### config.mk
export PLATFORM = sky130hd
export DESIGN_NAME = mem_req_arbiter
export DESIGN_NICKNAME = d
export VERILOG_FILES = /design/src/rtl/mem_req_arbiter_pkg.sv /design/src/rtl/arb_id_fifo.sv /design/src/rtl/mem_req_arbiter.sv
export SDC_FILE = /design/constraint.sdc
export NUM_CORES = 1
export LEC_CHECK = 0
export BUFFER_PORTS_ARGS = -buffer_cell sky130_fd_sc_hd__buf_2
export CELL_PAD_IN_SITES_DETAIL_PLACEMENT = 1
export CELL_PAD_IN_SITES_GLOBAL_PLACEMENT = 1
export CORE_AREA = 4 4 124 126
export CTS_CLUSTER_DIAMETER = 100
export CTS_CLUSTER_SIZE = 28
export DETAILED_ROUTE_END_ITERATION = 8
export DIE_AREA = 0 0 128 130
export PLACE_DENSITY = 0.7
export SYNTH_ARGS = -nofsm -noshare
export SYNTH_HDL_FRONTEND = slang
export SYNTH_SLANG_ARGS = --single-unit
### constraint.sdc
create_clock -name clk -period 2 [get_ports clk]
set_clock_uncertainty 0.2 [all_clocks]
set_input_delay 0.4 -clock clk [delete_from_list [all_inputs] [get_ports clk]]
set_output_delay 0.4 -clock clk [all_outputs]
set_load 0.005 [all_outputs]
### src/rtl/mem_req_arbiter_pkg.sv
`default_nettype none
// ============================================================================
// Module   : mem_req_arbiter_pkg
// Brief    : Shared constants and types for the memory request arbiter.
// Revision : 1.0
// ============================================================================
package mem_req_arbiter_pkg;

    localparam int OUTST_DEPTH_DEF = 2;

    localparam logic SRC_INST = 1'b0;
    localparam logic SRC_DATA = 1'b1;

    localparam logic [0:0] ARB_IDLE = 1'b0;
    localparam logic [0:0] ARB_LOCK = 1'b1;

    typedef struct packed {
        logic        wr;
        logic [1:0]  size;
        logic [31:0] addr;
        logic [3:0]  wstrb;
        logic [31:0] wdata;
    } req_bundle_t;

endpackage
`default_nettype wire

### src/rtl/arb_id_fifo.sv
`default_nettype none
// ============================================================================
// Module   : arb_id_fifo
// Brief    : Synchronous 1-bit FIFO recording the source order of accepted requests.
// Revision : 1.0
// ============================================================================
module arb_id_fifo #(
    parameter int DEPTH = 2
) (
    input  logic                       clk,
    input  logic                       resetn,
    input  logic                       i_push,
    input  logic                       i_push_id,
    input  logic                       i_pop,
    output logic                       o_head_id,
    output logic                       o_full,
    output logic                       o_empty,
    output logic [$clog2(DEPTH+1)-1:0] o_count
);

    localparam int AW = (DEPTH > 1) ? $clog2(DEPTH) : 1;
    localparam int CW = $clog2(DEPTH + 1);

    logic [DEPTH-1:0] r_mem;
    logic [AW-1:0]    r_wr_ptr;
    logic [AW-1:0]    r_rd_ptr;
    logic [CW-1:0]    r_count;
    logic             w_push_ok;
    logic             w_pop_ok;

    assign o_full    = (r_count == CW'(DEPTH));
    assign o_empty   = (r_count == '0);
    assign o_count   = r_count;
    assign o_head_id = r_mem[r_rd_ptr];
    assign w_push_ok = i_push && !o_full;
    assign w_pop_ok  = i_pop && !o_empty;

    // Power-of-two depth lets the pointers wrap naturally.
    always_ff @(posedge clk) begin
        if (!resetn) begin
            r_wr_ptr <= '0;
            r_rd_ptr <= '0;
            r_count  <= '0;
        end else begin
            if (w_push_ok) begin
                r_mem[r_wr_ptr] <= i_push_id;
                r_wr_ptr        <= r_wr_ptr + 1'b1;
            end
            if (w_pop_ok) begin
                r_rd_ptr <= r_rd_ptr + 1'b1;
            end
            r_count <= r_count + CW'(w_push_ok) - CW'(w_pop_ok);
        end
    end

endmodule
`default_nettype wire

### src/rtl/mem_req_arbiter.sv
`default_nettype none
// ============================================================================
// Module   : mem_req_arbiter
// Brief    : Arbitrates fetch and EXE sram-like requests onto one downstream port.
//            Define ARB_ROUND_ROBIN_EN for round-robin instead of data-first priority.
// Revision : 1.0
// ============================================================================
module mem_req_arbiter
    import mem_req_arbiter_pkg::*;
#(
    parameter int OUTST_DEPTH = OUTST_DEPTH_DEF
) (
    input  logic        clk,
    input  logic        resetn,

    input  logic        inst_req,
    input  logic        inst_wr,
    input  logic [1:0]  inst_size,
    input  logic [31:0] inst_addr,
    input  logic [3:0]  inst_wstrb,
    input  logic [31:0] inst_wdata,
    output logic        inst_addr_ok,
    output logic        inst_data_ok,
    output logic [31:0] inst_rdata,

    input  logic        data_req,
    input  logic        data_wr,
    input  logic [1:0]  data_size,
    input  logic [31:0] data_addr,
    input  logic [3:0]  data_wstrb,
    input  logic [31:0] data_wdata,
    output logic        data_addr_ok,
    output logic        data_data_ok,
    output logic [31:0] data_rdata,

    output logic        mem_req,
    output logic        mem_wr,
    output logic [1:0]  mem_size,
    output logic [31:0] mem_addr,
    output logic [3:0]  mem_wstrb,
    output logic [31:0] mem_wdata,
    input  logic        mem_addr_ok,
    input  logic        mem_data_ok,
    input  logic [31:0] mem_rdata
);

    logic [0:0]  r_state;
    logic [0:0]  w_state_nxt;
    logic        r_lock_id;
    logic        w_pick_id;
    logic        w_sel_id;
    logic        w_grant;
    logic        w_push;
    logic        w_pop;
    logic        w_fifo_full;
    logic        w_fifo_empty;
    logic        w_head_id;
    logic [$clog2(OUTST_DEPTH+1)-1:0] w_fifo_count;
    logic        w_unused_count;
    req_bundle_t w_inst_b;
    req_bundle_t w_data_b;
    req_bundle_t w_sel_b;

    assign w_inst_b = '{wr: inst_wr, size: inst_size, addr: inst_addr,
                        wstrb: inst_wstrb, wdata: inst_wdata};
    assign w_data_b = '{wr: data_wr, size: data_size, addr: data_addr,
                        wstrb: data_wstrb, wdata: data_wdata};

`ifdef ARB_ROUND_ROBIN_EN
    logic r_prio;

    always_ff @(posedge clk) begin
        if (!resetn) begin
            r_prio <= SRC_DATA;
        end else if (w_push) begin
            r_prio <= ~w_sel_id;
        end
    end

    assign w_pick_id = (inst_req && data_req) ? r_prio :
                       (data_req ? SRC_DATA : SRC_INST);
`else
    assign w_pick_id = data_req ? SRC_DATA : SRC_INST;
`endif

    always_ff @(posedge clk) begin
        if (!resetn) begin
            r_state   <= ARB_IDLE;
            r_lock_id <= SRC_INST;
        end else begin
            r_state <= w_state_nxt;
            if (r_state == ARB_IDLE && w_grant && !mem_addr_ok) begin
                r_lock_id <= w_sel_id;
            end
        end
    end

    always_comb begin
        w_state_nxt = r_state;
        case (r_state)
            ARB_IDLE: if (w_grant && !mem_addr_ok) w_state_nxt = ARB_LOCK;
            ARB_LOCK: if (mem_addr_ok)             w_state_nxt = ARB_IDLE;
            default:                               w_state_nxt = ARB_IDLE;
        endcase
    end

    // Grant is masked while reset is asserted so nothing leaks onto mem_* early.
    always_comb begin
        w_grant  = 1'b0;
        w_sel_id = w_pick_id;
        case (r_state)
            ARB_IDLE: w_grant = !w_fifo_full && (inst_req || data_req);
            ARB_LOCK: begin
                w_grant  = 1'b1;
                w_sel_id = r_lock_id;
            end
            default:  w_grant = 1'b0;
        endcase
        if (!resetn) begin
            w_grant = 1'b0;
        end
    end

    assign w_push  = w_grant && mem_addr_ok;
    assign w_pop   = resetn && mem_data_ok && !w_fifo_empty;
    assign w_sel_b = (w_sel_id == SRC_DATA) ? w_data_b : w_inst_b;

    assign mem_req   = w_grant;
    assign mem_wr    = w_grant ? w_sel_b.wr    : 1'b0;
    assign mem_size  = w_grant ? w_sel_b.size  : 2'b00;
    assign mem_addr  = w_grant ? w_sel_b.addr  : 32'h0;
    assign mem_wstrb = w_grant ? w_sel_b.wstrb : 4'h0;
    assign mem_wdata = w_grant ? w_sel_b.wdata : 32'h0;

    assign inst_addr_ok = w_push && (w_sel_id == SRC_INST);
    assign data_addr_ok = w_push && (w_sel_id == SRC_DATA);
    assign inst_data_ok = w_pop && (w_head_id == SRC_INST);
    assign data_data_ok = w_pop && (w_head_id == SRC_DATA);
    assign inst_rdata   = mem_rdata;
    assign data_rdata   = mem_rdata;

    arb_id_fifo #(
        .DEPTH (OUTST_DEPTH)
    ) u_id_fifo (
        .clk       (clk),
        .resetn    (resetn),
        .i_push    (w_push),
        .i_push_id (w_sel_id),
        .i_pop     (w_pop),
        .o_head_id (w_head_id),
        .o_full    (w_fifo_full),
        .o_empty   (w_fifo_empty),
        .o_count   (w_fifo_count)
    );

    assign w_unused_count = &{1'b0, w_fifo_count};

endmodule
`default_nettype wire

==> PnR_summary.wiki <==
{| class="wikitable"
! Metric !! Value
|-
| Outcome || complete, but fails checks
|-
| Violations in the final reports || negative setup slack
|-
| CP startpoint || r_state
|-
| Static leakage power || 2.14 nW
|-
| Async set-or-reset flop fraction in the synthesized netlist || 0
|-
| Area enclosed by the die boundary || 16600 µm²
|-
| Count of flip-flops with a built-in enable after synthesis || 2
|-
| Net count after synthesis || 457
|-
| Final setup margin || -345 ps
|-
| Global-route wire length before repair || 16.6 mm
|-
| H-tree level count || 1
|-
| Clock Sinks || 8
|-
| Combinational Power Share || 0.726
|-
| Worst EP arrival || 1740 ps
|-
| Crit start category || register
|-
| Number of iterations in the first detailed-routing pass || 4
|-
| Category of the critical setup timing path || reg -> out
|-
| Clock power frac || 0.172
|-
| Total power per unit cell area || 442 nW/µm²
|-
| Number of antenna violations at the first check in global routing || 1
|-
| Initial detailed-routing violation count || 26
|-
| Average cell area after synthesis || 9.95 µm²
|-
| Longest Clk Path Bufs || 2
|-
| Synthesis-to-finish area growth || 66.0%
|-
| Vertical die dimension || 130 µm
|-
| Clock input transition at the sequential cells of the worst setup and hold paths || 30 ps
|-
| Worst Tran Pin Value || 424 ps
|-
| Wire length per cell after detailed routing || 18.7 µm
|-
| Number of slew-limit violations in the final report || 0
|-
| Via count of the first global-routing pass || 2964
|-
| Layout cell share with drive strength beyond 1 || 0.881
|-
| Global-route track usage on met3 || 0.0311
|-
| Final hold violations || 0
|-
| Hold crit path type || in -> reg
|-
| Leading area contributor after synthesis || nor3b_2
|-
| Number of nets in the layout || 638
|-
| Final Instance Count excl. Fillers || 639
|-
| Site row count || 44
|-
| Hold slack || 217 ps
|-
| Critical path peak fanout || 6
|-
| Library cell used as clock root buffer || clkbuf_16
|-
| Placer Congestion || 0.743
|-
| Placement Setup Slack || -230 ps
|-
| Largest cells by area after synthesis || nor3b_2 32%, mux2i_1 27%, buf_4 19%, buf_12 5.1%, dfxtp_1 4.4%
|-
| Peak Freq || 426 MHz
|-
| Highest-delay cell along the critical path || dfxtp_4
|-
| Top FF cell, synth || dfxtp_1
|-
| Max-capacitance violation count || 0
|-
| Die width || 128 µm
|-
| Area inside the core boundary || 14300 µm²
|-
| Most frequent cell on the critical path || buf_6
|-
| Share of the synthesized area in the top cell type || 0.316
|-
| Internal power || 1.28 mW
|-
| Number of vias after detailed routing || 2710
|-
| Post-route ant nets || 0
|-
| Overall Global Routing Usage || 0.128
|-
| GR met1 Demand/Resource || 0.136
|-
| Kind of end point of the critical path || output port
|-
| Diodes inserted || 0
|-
| Top-count cell post-synth || mux2i_1
|-
| Synthesis-stage register bit count || 8
|-
| Num CTS Buffers || 3
|-
| Total number of yosys warnings || 0
|-
| Fraction of met2 tracks used by global routing || 0.252
|-
| Top-Level Pins || 320
|-
| Switching part of the total power || 0.363
|-
| Seq/Total Area, Yosys || 0.0658
|-
| Total detailed-routing wirelength || 12.0 mm
|-
| Net switching power of the design || 0.728 mW
|-
| Starting Density || 0.191
|-
| Maximum number of pins on one net before global-route repair || 41
|-
| Maximum vdd ir drop || 0.370 mV
|-
| Final Cycle Share || 1.17
|-
| RSZ-0062 raised after global routing || yes
|-
| Reg2Reg Launch Point || u_id_fifo.o_count[1]
|-
| Post-route minimum period || 2340 ps
|-
| Placed cell count || 622
|-
| GR peak layer || met2
|-
| Number of buffers added on ports || 223
|-
| Fill cells || 1680
|-
| Tightest slew margin relative to the limit || 0.715
|-
| Number of distinct library cell variants in the gate-level netlist after synthesis || 27
|-
| Max incr delay on CP || 350 ps
|-
| Setup TNS || -20130 ps
|-
| Netlist area before placement || 2740 µm²
|-
| Min-Delay Startpoint || mem_addr_ok
|-
| Post-DP HPWL || 8.95 mm
|-
| Via-to-Cell Ratio || 4.24
|-
| Data required time of the critical path || 1400 ps
|-
| Proportion of power drawn by flip-flops and latches || 0.102
|-
| Worst-Skew Late Latency || 230 ps
|-
| Number of instances in the synthesized netlist || 275
|-
| Post-route DRC || 0
|-
| Setup Viol. Count Final || 73
|-
| Worst path cell trace || mux2i_4, buf_6, buf_8, buf_16, buf_6, mux2i_2, nor3b_2, buf_2
|-
| Total congestion overflow || 0
|-
| Clock tree from TritonCTS || yes
|-
| Synth cell count leaders || 73 x mux2i_1, 70 x buf_4, 69 x nor3b_2
|}
==> timing repair <==
action | CTS | global route
pin swaps | 2 | 17
gates resized for setup | 43 | 69
cloned | 6 | 2
hold buffers | 0 | 0
endpoints found under the setup margin | 74 | 74
buffers inserted | 6 | 5
==> flip-flops by register name, indices dropped and copies added (netlist names) <==
register,cells
u_id_fifo.r_mem,2
u_id_fifo.r_wr_ptr,1
r_lock_id,1
u_id_fifo.o_count,2
u_id_fifo.r_rd_ptr,1
r_state,1
==> power by group through the flow <==
stage               registers, mW  clock network [mW]  logic (mW)
floorplan                   0.201                   0       0.739
global placement            0.203                   0        1.03
detailed placement          0.204                   0        1.07
CTS                         0.204               0.354        1.31
global route                0.208               0.365        1.57
finish                      0.205               0.346        1.46
==> critical path, delay by kind of cell, from the launching register on <==
family | cells | cell delay (ps)
buf+inv | 5 | 660
flops | 1 | 350
mux | 2 | 330
simple gates | 1 | 180
==> layout make-up <==
type,count,area [µm²],share of cell area
multi-input combinational,174,2280,0.502
timing repair buffer,265,1750,0.385
tap,184,230,0.0507
sequential,8,185,0.0408
clock buffer,4,78.8,0.0174
inverter,4,17.5,0.00386
==> stage by stage <==
stage	utilization	power, mW	cell area (µm²)
after floorplan	-	0.940	2740
after global placement	0.257	1.23	3670
after detailed placement	0.257	1.27	3670
after CTS	0.290	1.86	4160
after global routing	0.317	2.14	4540
final	0.317	2.01	4540
==> path summary, 6_finish.rpt <==
check / end / cells after the start / slack, ps
hold reg to reg: u_id_fifo.r_wr_ptr / 2 / 270
hold / removal: r_state / 2 / 220
setup reg to reg: u_id_fifo.o_count[1] / 8 / 210
setup / recovery: mem_wdata[0] / 8 / -340
==> cell families after synthesis <==
group | share of synthesized area
muxes | 0.267
buffers and inverters | 0.269
adders and majority gates | 0.00914
DFF | 0.0658
and+or+nand+nor | 0.364
xor gates and xnor gates | 0.00960
AOI/OAI and AO/OA | 0.0146
==> cell usage in the layout, fill, tap and decap left out, types with 4 or more instances in the layout <==
cell       netlist  routed
buf_2            3     221
nor3b_2         69      70
mux2i_2          0      30
mux2i_4          0      26
mux2i_1         73      17
buf_4           70      16
buf_12           7       9
buf_6            1       8
clkbuf_16        0       5
and2_1           4       4
buf_16           0       4
buf_8            0       4
dfxtp_1          6       4
==> metal layers <==
metal	share of wire	wire [µm]
met4	0.019	227
met5	0.0011	13
met3	0.077	918
met2	0.56	6680
met1	0.34	4130
Note: power is estimated with default switching activity, not from simulation.
